<file path="config.mk">
export PLATFORM = sky130hd
export DESIGN_NAME = ym_clk_phase_gen_flat
export DESIGN_NICKNAME = d
export VERILOG_FILES = /design/src/rtl/ym_clk_pkg.sv /design/src/rtl/ym_clk_phase_gen_if.sv /design/src/rtl/ym_clk_phase_decode.sv /design/src/rtl/ym_clk_phase_gen.sv /design/src/flat_wrapper.sv
export SDC_FILE = /design/constraint.sdc
export NUM_CORES = 1
export LEC_CHECK = 0
export ABC_AREA = 1
export CAP_MARGIN = 5
export CORE_MARGIN = 3
export CORE_UTILIZATION = 41
export DETAILED_ROUTE_END_ITERATION = 8
export PLACE_DENSITY = 0.73
export SETUP_SLACK_MARGIN = 0.02
export SLEW_MARGIN = 20
export SYNTH_ARGS = -nofsm -noshare
export SYNTH_HDL_FRONTEND = slang
export SYNTH_HIERARCHICAL = 1
export SYNTH_SLANG_ARGS = --single-unit
</file>
<file path="constraint.sdc">
create_clock -name MCLK -period 2 [get_ports MCLK]
set_input_delay 0.4 -clock MCLK [delete_from_list [all_inputs] [get_ports MCLK]]
set_output_delay 0.4 -clock MCLK [all_outputs]
set_load 0.1 [all_outputs]
</file>
<file path="src/rtl/ym_clk_pkg.sv">
// Shared constants and the c1/c2 phase decode for the YM two-phase clock generator.
// Pure combinational helpers, no state; no flow control.
package ym_clk_pkg;

    localparam int YM_DIV_DEFAULT = 6;
    localparam int YM_SLOTS_OPN   = 24;
    localparam int YM_GAP_DEFAULT = 1;

    // Returns {c2, c1}; each phase is followed by GAP dead cycles so the two never overlap.
    function automatic logic [1:0] ym_clk_phase(input int unsigned ph,
                                                input int unsigned div,
                                                input int unsigned gap);
        logic c1;
        logic c2;
        c1 = (ph < (div / 2) - gap);
        c2 = (ph >= (div / 2)) && (ph < div - gap);
        return {c2, c1};
    endfunction

endpackage

</file>
<file path="src/rtl/ym_clk_phase_gen_if.sv">
// Control inputs and clock-phase outputs of the YM two-phase clock generator.
// Wiring only, no latency; clk_en is the only stall control.
interface ym_clk_phase_gen_if
    import ym_clk_pkg::*;
#(
    parameter int SLOTS = YM_SLOTS_OPN
);
    localparam int SW = $clog2(SLOTS);

    logic          clk_en;
    logic          sync_in;
    logic          c1;
    logic          c2;
    logic [SW-1:0] slot;
    logic          sync_out;
    logic [15:0]   dbg_periods;

    modport master (
        input  clk_en,
        input  sync_in,
        output c1,
        output c2,
        output slot,
        output sync_out,
        output dbg_periods
    );

    modport slave (
        output clk_en,
        output sync_in,
        input  c1,
        input  c2,
        input  slot,
        input  sync_out,
        input  dbg_periods
    );

endinterface

</file>
<file path="src/rtl/ym_clk_phase_decode.sv">
// Combinational ph -> {c1,c2} decode, reusable by any domain running the same divider.
// Zero latency; no flow control.
module ym_clk_phase_decode
    import ym_clk_pkg::*;
#(
    parameter int DIV = YM_DIV_DEFAULT,
    parameter int GAP = YM_GAP_DEFAULT,
    parameter int PW  = $clog2(DIV)
) (
    input  logic [PW-1:0] ph,
    output logic          c1,
    output logic          c2
);

    assign {c2, c1} = ym_clk_phase(32'(ph), DIV, GAP);

endmodule

</file>
<file path="src/rtl/ym_clk_phase_gen.sv">
// Two-phase c1/c2 generator with slot counter and per-frame sync; optional period counter under YM_CLK_PHASE_DBG_EN.
// Outputs registered, 1 MCLK behind the internal phase counter.
// clk_en=0 freezes all state and outputs; sync_in realigns to the post-reset state regardless of clk_en.
module ym_clk_phase_gen
    import ym_clk_pkg::*;
#(
    parameter int DIV   = YM_DIV_DEFAULT,
    parameter int GAP   = YM_GAP_DEFAULT,
    parameter int SLOTS = YM_SLOTS_OPN
) (
    input  logic                 MCLK,
    input  logic                 reset,
    ym_clk_phase_gen_if.master   bus
);

    localparam int PW = $clog2(DIV);
    localparam int SW = $clog2(SLOTS);

    if (DIV < 4 || (DIV % 2) != 0) begin : g_bad_div
        $error("ym_clk_phase_gen: DIV must be even and >= 4");
    end
    if (GAP < 1 || GAP > (DIV / 2) - 1) begin : g_bad_gap
        $error("ym_clk_phase_gen: GAP must be in 1..DIV/2-1");
    end
    if (SLOTS < 2) begin : g_bad_slots
        $error("ym_clk_phase_gen: SLOTS must be >= 2");
    end

    logic [PW-1:0] ph_q;
    logic [SW-1:0] slot_cnt_q;
    logic          c1_q;
    logic          c2_q;
    logic [SW-1:0] slot_q;
    logic          sync_q;

    logic          dec_c1;
    logic          dec_c2;
    logic          ph_last;
    logic          slot_last;
    logic [PW-1:0] ph_nxt;
    logic [SW-1:0] slot_cnt_nxt;

    ym_clk_phase_decode #(
        .DIV (DIV),
        .GAP (GAP),
        .PW  (PW)
    ) u_decode (
        .ph  (ph_q),
        .c1  (dec_c1),
        .c2  (dec_c2)
    );

    assign ph_last   = (ph_q == PW'(DIV - 1));
    assign slot_last = (slot_cnt_q == SW'(SLOTS - 1));

    always_comb begin
        ph_nxt       = ph_q + PW'(1);
        slot_cnt_nxt = slot_cnt_q;
        if (ph_last) begin
            ph_nxt       = '0;
            slot_cnt_nxt = slot_last ? '0 : slot_cnt_q + SW'(1);
        end
    end

    // Outputs load from the pre-edge counters, so they trail ph/slot_cnt by one MCLK.
    always_ff @(posedge MCLK or negedge reset) begin
        if (!reset) begin
            ph_q       <= '0;
            slot_cnt_q <= '0;
            c1_q       <= 1'b0;
            c2_q       <= 1'b0;
            slot_q     <= '0;
            sync_q     <= 1'b0;
        end else if (bus.sync_in) begin
            ph_q       <= '0;
            slot_cnt_q <= '0;
            c1_q       <= 1'b0;
            c2_q       <= 1'b0;
            slot_q     <= '0;
            sync_q     <= 1'b0;
        end else if (bus.clk_en) begin
            ph_q       <= ph_nxt;
            slot_cnt_q <= slot_cnt_nxt;
            c1_q       <= dec_c1;
            c2_q       <= dec_c2;
            slot_q     <= slot_cnt_q;
            sync_q     <= slot_last;
        end
    end

    assign bus.c1       = c1_q;
    assign bus.c2       = c2_q;
    assign bus.slot     = slot_q;
    assign bus.sync_out = sync_q;

`ifdef YM_CLK_PHASE_DBG_EN
    logic [15:0] dbg_q;

    always_ff @(posedge MCLK or negedge reset) begin
        if (!reset) begin
            dbg_q <= '0;
        end else if (bus.sync_in) begin
            dbg_q <= '0;
        end else if (bus.clk_en && ph_last) begin
            dbg_q <= dbg_q + 16'd1;
        end
    end

    assign bus.dbg_periods = dbg_q;
`else
    assign bus.dbg_periods = '0;
`endif

    a_no_overlap : assert property (@(posedge MCLK) disable iff (!reset) !(c1_q && c2_q));

endmodule

</file>
<file path="src/flat_wrapper.sv">
// flat-port wrapper written by rule: the top's interface ports become plain ports
module ym_clk_phase_gen_flat import ym_clk_pkg::*;
#(
    parameter int DIV   = YM_DIV_DEFAULT,
    parameter int GAP   = YM_GAP_DEFAULT,
    parameter int SLOTS = YM_SLOTS_OPN
)
  (MCLK, reset, bus_clk_en, bus_sync_in, bus_c1, bus_c2, bus_slot, bus_sync_out, bus_dbg_periods);
  ym_clk_phase_gen_if #(.SLOTS(SLOTS)) bus_i ();
  input  logic MCLK;
  input  logic reset;
  input wire logic [$bits(bus_i.clk_en)-1:0] bus_clk_en;
  input wire logic [$bits(bus_i.sync_in)-1:0] bus_sync_in;
  output wire logic [$bits(bus_i.c1)-1:0] bus_c1;
  output wire logic [$bits(bus_i.c2)-1:0] bus_c2;
  output wire logic [$bits(bus_i.slot)-1:0] bus_slot;
  output wire logic [$bits(bus_i.sync_out)-1:0] bus_sync_out;
  output wire logic [$bits(bus_i.dbg_periods)-1:0] bus_dbg_periods;
  assign bus_i.clk_en = bus_clk_en;
  assign bus_i.sync_in = bus_sync_in;
  assign bus_c1 = bus_i.c1;
  assign bus_c2 = bus_i.c2;
  assign bus_slot = bus_i.slot;
  assign bus_sync_out = bus_i.sync_out;
  assign bus_dbg_periods = bus_i.dbg_periods;
  ym_clk_phase_gen #(.DIV(DIV), .GAP(GAP), .SLOTS(SLOTS)) u_core (.MCLK(MCLK), .reset(reset), .bus(bus_i));
endmodule
</file>
* Word-level counts from Yosys, hierarchy flattened
Cells that the tools add are included.
** Word-level totals
- Word-level logic and storage cells :: 32
- Register bits after elaboration :: 16
- Input port bits :: 4
- Output and inout port bits :: 24
** Cells by class
- Mux-type cells :: 15
- Magnitude comparators :: 3
- Eq/ne operators :: 2
- Reduce and logical (&&, ||, !) cells :: 4
- Add/sub/neg operators :: 2
** Operators by type and width (number)
- 5-bit two-way mux :: 6
- 3-bit two-way mux :: 3
- 1-bit two-way mux :: 6
- 5-bit by 1-bit adder with 5-bit output (second input constant) :: 1
- 5-bit equality test (second input constant) :: 1
- 2-bit nonzero test :: 2
- 3-bit by 1-bit adder with 3-bit output (second input constant) :: 1
- 3-bit equality test (second input constant) :: 1
- 3-bit by 2-bit >= comparator with 1-bit output (second input constant) :: 1
- 3-bit by 2-bit < comparator with 1-bit output (second input constant) :: 1
- 3-bit < comparator (second input constant) :: 1
- 2-bit AND reduction :: 1
- 1-bit logical AND :: 1

* Longest topological paths before layout
Gate-level depths: netlist of run 1.
- Depth in word-level cells :: 5
- Mapped depth :: 6
- Gate-level depth less buffers :: 6

* Cells and area by module
Netlist of run 1, hierarchy kept.
** By module, submodules not included
- ym_clk_phase_gen :: cells an instance 108, times used 1, area each 924.6 µm²
- ym_clk_phase_decode :: cells an instance 7, times used 1, area each 27.5 µm²

* Worst setup path before layout of run 1
OpenSTA, ideal clock, no wires.
- Path kind :: reg2out
- Start :: register u_core.c1_q (netlist: u_core/bus.c1)
- End :: output port bus_c1
- Data required time :: 1.600 ns
- Setup slack :: 0.702 ns
- Stages on the path, launching flop included :: 1
- Buffers on the path :: 0
- Arrival time :: 0.898 ns
- Cells stage by stage :: dfrtp_1
** RTL lines
- start, declared :: line ym_clk_phase_gen.sv:31 : logic c1_q;
- start signal, assigned :: line ym_clk_phase_gen.sv:70 : c1_q <= 1'b0;
- start signal, assigned :: line ym_clk_phase_gen.sv:77 : c1_q <= 1'b0;
- start signal, assigned :: line ym_clk_phase_gen.sv:84 : c1_q <= dec_c1;
- end, declared :: line flat_wrapper.sv:14 : output wire logic [$bits(bus_i.c1)-1:0] bus_c1;
No word-level cell between the ends.

* Final worst setup path of run 1
- Start :: input port bus_clk_en
- End :: register u_core.ph_q[2]
** Between the ends
- Word-level cells in the longest chain between the ends :: 1
** RTL lines
- start, declared :: line flat_wrapper.sv:12 : input wire logic [$bits(bus_i.clk_en)-1:0] bus_clk_en;
- 2-bit nonzero test (no source line)
- end signal, assigned :: line ym_clk_phase_gen.sv:82 : ph_q <= ph_nxt;
- end, declared :: line ym_clk_phase_gen.sv:29 : logic [PW-1:0] ph_q;
No other way between the ends.
A chain may end at the register's enable or synchronous reset.

==> results of run 1 <==
per-stage QoR:
stage / instance area [um2] / utilization [%]
final: 1033 / 49.64
after floorplan: 1008 / -
after CTS: 1033 / 49.64
after global placement: 997.2 / 47.90
after detailed placement: 997.2 / 47.90
after global routing: 1033 / 49.64
how the worst max path moves through the flow:
stage                              start                    endpoint  slack (ps)
2_1_floorplan  u_core/bus.c1$_DFFE_PN0P_                      bus_c1         700
3_3_place_gp                  bus_clk_en  u_core/ph_q[2]$_DFFE_PN0P_         340
3_5_place_dp                  bus_clk_en  u_core/ph_q[2]$_DFFE_PN0P_         330
4_1_cts                       bus_clk_en  u_core/ph_q[2]$_DFFE_PN0P_         630
5_1_grt                       bus_clk_en  u_core/ph_q[2]$_DFFE_PN0P_         510
6_report                      bus_clk_en  u_core/ph_q[2]$_DFFE_PN0P_         610
power breakdown:
group          switching (W)  internal [W]  total (W)  leakage (nW)
combinational       0.000234     0.0000400   0.000274         0.303
sequential         0.0000232      0.000343   0.000366         0.217
clock               0.000101      0.000111   0.000212        0.0210
cell type report:
type / instances / share of cell area [%]
inverters: 13 / 4.964
repair buffers: 12 / 9.443
clock buffers: 4 / 3.511
flip-flops and latches: 16 / 38.74
multi-input cells: 83 / 40.07
well taps: 27 / 3.269
per-layer routing:
| metal | vias to the layer above | track usage [%] |
|---|---|---|
| li1 | 369 | - |
| met1 | 346 | 17.61 |
| met2 | 21 | 20.32 |
| met3 | 0 | 4.986 |
| met4 | 0 | 2.490 |
| met5 | - | 0 |
placed cells by master (no fill, tap or decap):
| master | netlist | routed |
|---|---|---|
| nand2_1 | 24 | 24 |
| nand3_1 | 16 | 16 |
| conb_1 | 1 | 16 |
| dfrtp_1 | 16 | 16 |
| inv_1 | 11 | 11 |
| buf_4 | 16 | 9 |
| o21ai_0 | 6 | 6 |
| clkbuf_4 | 0 | 3 |
| clkdlybuf4s50_1 | 0 | 3 |
| nor2_1 | 3 | 3 |
| nand4_1 | 3 | 3 |
| a21oi_1 | 3 | 3 |
| nand2_2 | 2 | 2 |
| nand2_4 | 2 | 2 |
| o21ai_1 | 2 | 2 |
| clkbuf_8 | 0 | 1 |
| inv_2 | 1 | 1 |
| o21bai_4 | 1 | 1 |
| nor3_1 | 1 | 1 |
| inv_4 | 1 | 1 |
| o31ai_2 | 1 | 1 |
| o22ai_1 | 1 | 1 |
| o21ai_2 | 1 | 1 |
| ha_1 | 1 | 1 |
worst max-delay path, stage by stage:
cell and delay, ps:
clkdlybuf4s50_1 600, inv_2 180, o21ai_0 260, o22ai_1 110
cells by family (layout without fill, tap and decap cells):
| group | Yosys count | count (layout) | synth area share [%] |
|---|---|---|---|
| adder cells (fa/ha/maj) | 1 | 1 | 1.314 |
| AND/OR/NAND/NOR | 51 | 51 | 25.23 |
| buffers and inverters | 31 | 29 | 20.37 |
| flip-flops | 16 | 16 | 42.05 |
| other | 1 | 16 | 0.3938 |
| AO/OA/AOI/OAI | 15 | 15 | 10.64 |
state kept, by name (all words and copies together) (netlist names):
name	flops
u_core/bus.sync_out	1
u_core/slot_cnt_q	5
u_core/bus.slot	5
u_core/ph_q	3
u_core/bus.c2	1
u_core/bus.c1	1
synth_stat cells, types with 2 or more instances:
master | instances | area share, %
inv_1 | 11 | 4.3
a21oi_1 | 3 | 1.6
nand2_4 | 2 | 2.4
o21ai_0 | 6 | 3.2
nand4_1 | 3 | 2.0
nand2_1 | 24 | 9.5
o21ai_1 | 2 | 1.1
nand3_1 | 16 | 8.4
buf_6 | 2 | 2.4
dfrtp_1 | 16 | 42
nand2_2 | 2 | 1.3
buf_4 | 16 | 13
nor2_1 | 3 | 1.2
==> impl_metrics.env, run 1 <==
export IMPL_antenna_found_initial=0
export IMPL_multi_input_area_um2=414.1
export IMPL_syn_avg_cell_area_um2=8.280
export IMPL_htreeDepth=1
export IMPL_fill_cells=208
export IMPL_rsz0062_at_grt="no"
export IMPL_core_area_mm2=0.002082
export IMPL_grt_max_degree=19
export IMPL_drc=0
export IMPL_grt_pass1_wl_um=2787
export IMPL_cts_buffer_depth=2
export IMPL_vias=736
export IMPL_wl_met1_um=746
export IMPL_finalHoldViolations=0
export IMPL_required_ps=2160
export IMPL_rr_worst_depth=6
export IMPL_place_inst=151
export IMPL_root_buffer="clkbuf_4"
export IMPL_diodes=0
export IMPL_ys_ff_latch=16
export IMPL_die_area_mm2=0.002937
export IMPL_gp_congestion=0.8191
export IMPL_grt_overflow=0
export IMPL_setup_viol=0
export IMPL_synth_edf_count=0
export IMPL_maxCapViolCount=0
export IMPL_start_kind="input port"
export IMPL_start_util_pct=45.73
export IMPL_hold_class="in -> async"
export IMPL_cts_sinks=16
export IMPL_final_nets=134
export IMPL_ys_types=22
export IMPL_critPathKind="in -> reg"
export IMPL_syn_area_um2=952.2
export IMPL_cts_clk_slew_worst_paths_ps=90
export IMPL_wire_per_inst_um=10.70
export IMPL_worstReg2RegEnd="u_core/slot_cnt_q[2]$_DFFE_PN0P_"
export IMPL_cp_end_kind="flip-flop"
export IMPL_p_per_area_mw_per_mm2=824.5
export IMPL_ant_nets=0
export IMPL_wl_met3_um=114
export IMPL_avgViaCountPerCell=4.748
export IMPL_power_w=0.0008521
export IMPL_dpl_hpwl_um=1251
export IMPL_p_leak_nw=0.5417
export IMPL_setup_ws_ps=609.0
export IMPL_holdBufCountCts=0
export IMPL_die_h_um=54.19
export IMPL_highest_layer="met3"
export IMPL_syn_inst=115
export IMPL_track_usage_pct=13.18
export IMPL_num_io_pins=28
export IMPL_clock_skew_ps=3.593
export IMPL_reg2reg_slack_ps=800
export IMPL_drv_slew=0
export IMPL_post_route_min_period_ps=1391
export IMPL_synthFlopType="dfrtp_1"
export IMPL_whs_ps=422.1
export IMPL_clk_insertion_delay_late_ps=280
export IMPL_post_cts_buffers=0
export IMPL_regArea_um2=400.4
export IMPL_grt_pass1_vias=637
export IMPL_ir_drop_mv=0.3331
export IMPL_stdcell_count=155
export IMPL_yosysSeqAreaShare_pct=42.05
export IMPL_area_growth_pct=8.541
export IMPL_period_share_pct=69.55
export IMPL_die_x_um=54.19
export IMPL_cts_resized=0
export IMPL_yosysWarnings=6
export IMPL_io_buffers=11
export IMPL_drt_iter0_drc=14
export IMPL_layout_drive_gt1_share_pct=17.19
export IMPL_num_rows=16
export IMPL_met2_length_um=797
export IMPL_dpl_worst_slack_ps=326.9
export IMPL_cp_data_arrival_time_ps=1550
export IMPL_setup_tns_final_ps=0
export IMPL_fmax_mhz=718.9
export IMPL_first_pass_iters=4
export IMPL_crit_path_max_fanout=13
export IMPL_cts_buffers=3
export IMPL_cts_tree="done"
export IMPL_async_flop_share_pct=100.0
export IMPL_status="complete, no violations"
export IMPL_wirelength_um=1659
export IMPL_worstReg2RegStart="u_core/slot_cnt_q[1]$_DFFE_PN0P_"
No activity file was read; power rests on OpenSTA's default activity.
==> run 2, diff against run 1 <==
- PLACE_DENSITY: 0.73 -> 0.76
- clock period: 2 -> 1.2 ns (I/O delays scaled with it)
==> run 2 against run 1 <==
Compared with the run above: clock power increased by 31%; cell count increased by 5.8%; critical path depth increased by 2.
==> impl_metrics.env, run 2 (same netlist as run 1, synthesis figures left out) <==
export IMPL_ant_nets=0
export IMPL_area_growth_pct=27.46
export IMPL_cts_buffers=3
export IMPL_p_leak_nw=0.5892
export IMPL_whs_ps=283.0
export IMPL_htreeDepth=1
export IMPL_dpl_worst_slack_ps=-169.2
export IMPL_setup_ws_ps=67.03
export IMPL_stdcell_count=164
export IMPL_post_route_min_period_ps=1133
export IMPL_root_buffer="clkbuf_4"
export IMPL_drv_slew=0
export IMPL_wirelength_um=1945
export IMPL_highest_layer="met4"
export IMPL_regArea_um2=410.4
export IMPL_final_cell_mix="nand2_1, conb_1, nand3_1"
export IMPL_status="complete, no violations"
export IMPL_gp_congestion=0.8312
export IMPL_met2_length_um=1025
export IMPL_cts_tree="done"
export IMPL_wl_met1_um=749
export IMPL_required_ps=1360
export IMPL_maxCapViolCount=0
export IMPL_start_util_pct=45.73
export IMPL_p_per_area_mw_per_mm2=1179
export IMPL_hold_class="in -> async"
export IMPL_die_area_mm2=0.002937
export IMPL_die_x_um=54.19
export IMPL_vias=780
export IMPL_place_inst=159
export IMPL_setup_viol=0
export IMPL_die_h_um=54.19
export IMPL_io_buffers=11
export IMPL_period_share_pct=94.41
export IMPL_grt_pass1_wl_um=3063
export IMPL_critPathKind="reg -> reg"
export IMPL_wl_met3_um=134
export IMPL_grt_overflow=0
export IMPL_clk_insertion_delay_late_ps=270
export IMPL_clock_skew_ps=7.242
export IMPL_num_rows=16
export IMPL_fill_cells=180
export IMPL_dpl_hpwl_um=1471
export IMPL_fmax_mhz=882.6
export IMPL_crit_path_max_fanout=4
export IMPL_ir_drop_mv=0.6323
export IMPL_setup_tns_final_ps=0
export IMPL_track_usage_pct=14.90
export IMPL_cp_end_kind="flip-flop"
export IMPL_diodes=0
export IMPL_cts_buffer_depth=2
export IMPL_cts_sinks=16
export IMPL_finalHoldViolations=0
export IMPL_start_kind="flip-flop"
export IMPL_drt_iter0_drc=19
export IMPL_drc=0
export IMPL_final_nets=143
export IMPL_cts_clk_slew_worst_paths_ps=90
export IMPL_avgViaCountPerCell=4.756
export IMPL_utilization_pct=58.29
export IMPL_multi_input_area_um2=426.7
export IMPL_rsz0062_at_grt="no"
export IMPL_num_io_pins=28
export IMPL_cp_data_arrival_time_ps=1290
export IMPL_grt_pass1_vias=715
export IMPL_grt_max_degree=17
export IMPL_antenna_found_initial=0
export IMPL_layout_drive_gt1_share_pct=29.93
export IMPL_holdBufCountCts=0
export IMPL_core_area_mm2=0.002082
export IMPL_first_pass_iters=4
export IMPL_final_common_cell="nand2_1"
export IMPL_wire_per_inst_um=11.86
run 2: cell types whose count changed in the layout (fill, tap and decap cells not counted):
cell	before	now
buf_4	9	10
dfrtp_1	16	8
nand3_1	16	15
dfrtp_2	0	8
buf_12	0	8
nor3_1	1	0
clkbuf_8	1	0
nand3_2	0	1
nor3_2	0	1
ha_1	1	0
ha_2	0	1
clkbuf_1	0	1
run 2: final timing paths:
path                                                        from  depth (start not counted)  slack [ps]                                to
worst min register to register  u_core/slot_cnt_q[4]$_DFFE_PN0P_                          2         540  u_core/slot_cnt_q[4]$_DFFE_PN0P_
worst max register to register  u_core/slot_cnt_q[3]$_DFFE_PN0P_                          6          70  u_core/slot_cnt_q[3]$_DFFE_PN0P_
min in group MCLK               u_core/slot_cnt_q[4]$_DFFE_PN0P_                          2         540  u_core/slot_cnt_q[4]$_DFFE_PN0P_
worst min-delay path                                       reset                          2         280  u_core/slot_cnt_q[1]$_DFFE_PN0P_
max in group asynchronous                                  reset                          2         720         u_core/bus.c2$_DFFE_PN0P_
worst max-delay path            u_core/slot_cnt_q[3]$_DFFE_PN0P_                          6          70  u_core/slot_cnt_q[3]$_DFFE_PN0P_
run 2: worst max-delay path, stage by stage (launching register included):
cell     delay, ps
dfrtp_1        420
inv_1          130
nand4_1        170
nand2_1        120
inv_1           60
nand3_1         60
nand2_1         60
run 2: report_power, final:
part           internal, W  total [W]  switching [W]
registers         0.000574   0.000606      0.0000322
clock network     0.000129   0.000277       0.000148
logic             0.000131   0.000549       0.000418
run 2: area by class of cell:
cell class | count | area share (%)
Tap cell | 27 | 2.784
Timing Repair Buffer | 21 | 21.86
Multi-Input combinational cell | 83 | 35.15
Sequential cell | 16 | 33.81
Clock buffer | 4 | 2.165
Inverter | 13 | 4.227
run 2: what timing repair did:
| item | in CTS | in global routing |
|---|---|---|
| setup buffers | 0 | 1 |
| gates resized for setup | 0 | 3 |
| hold endpoints to repair | 0 | 0 |
| endpoints found under the setup margin | 0 | 5 |
run 2: metrics by stage:
step                      power, W  area, um2
after floorplan           0.001052       1018
after global placement    0.001143       1167
after detailed placement  0.001148       1167
after CTS                 0.001432       1194
after global routing      0.001513       1214
final                     0.001431       1214
run 2: layer usage:
layer / track usage [%] / vias up
met5: 0 / -
met4: 4.979 / 0
met3: 2.493 / 7
met2: 27.29 / 36
met1: 17.24 / 355
li1: - / 382
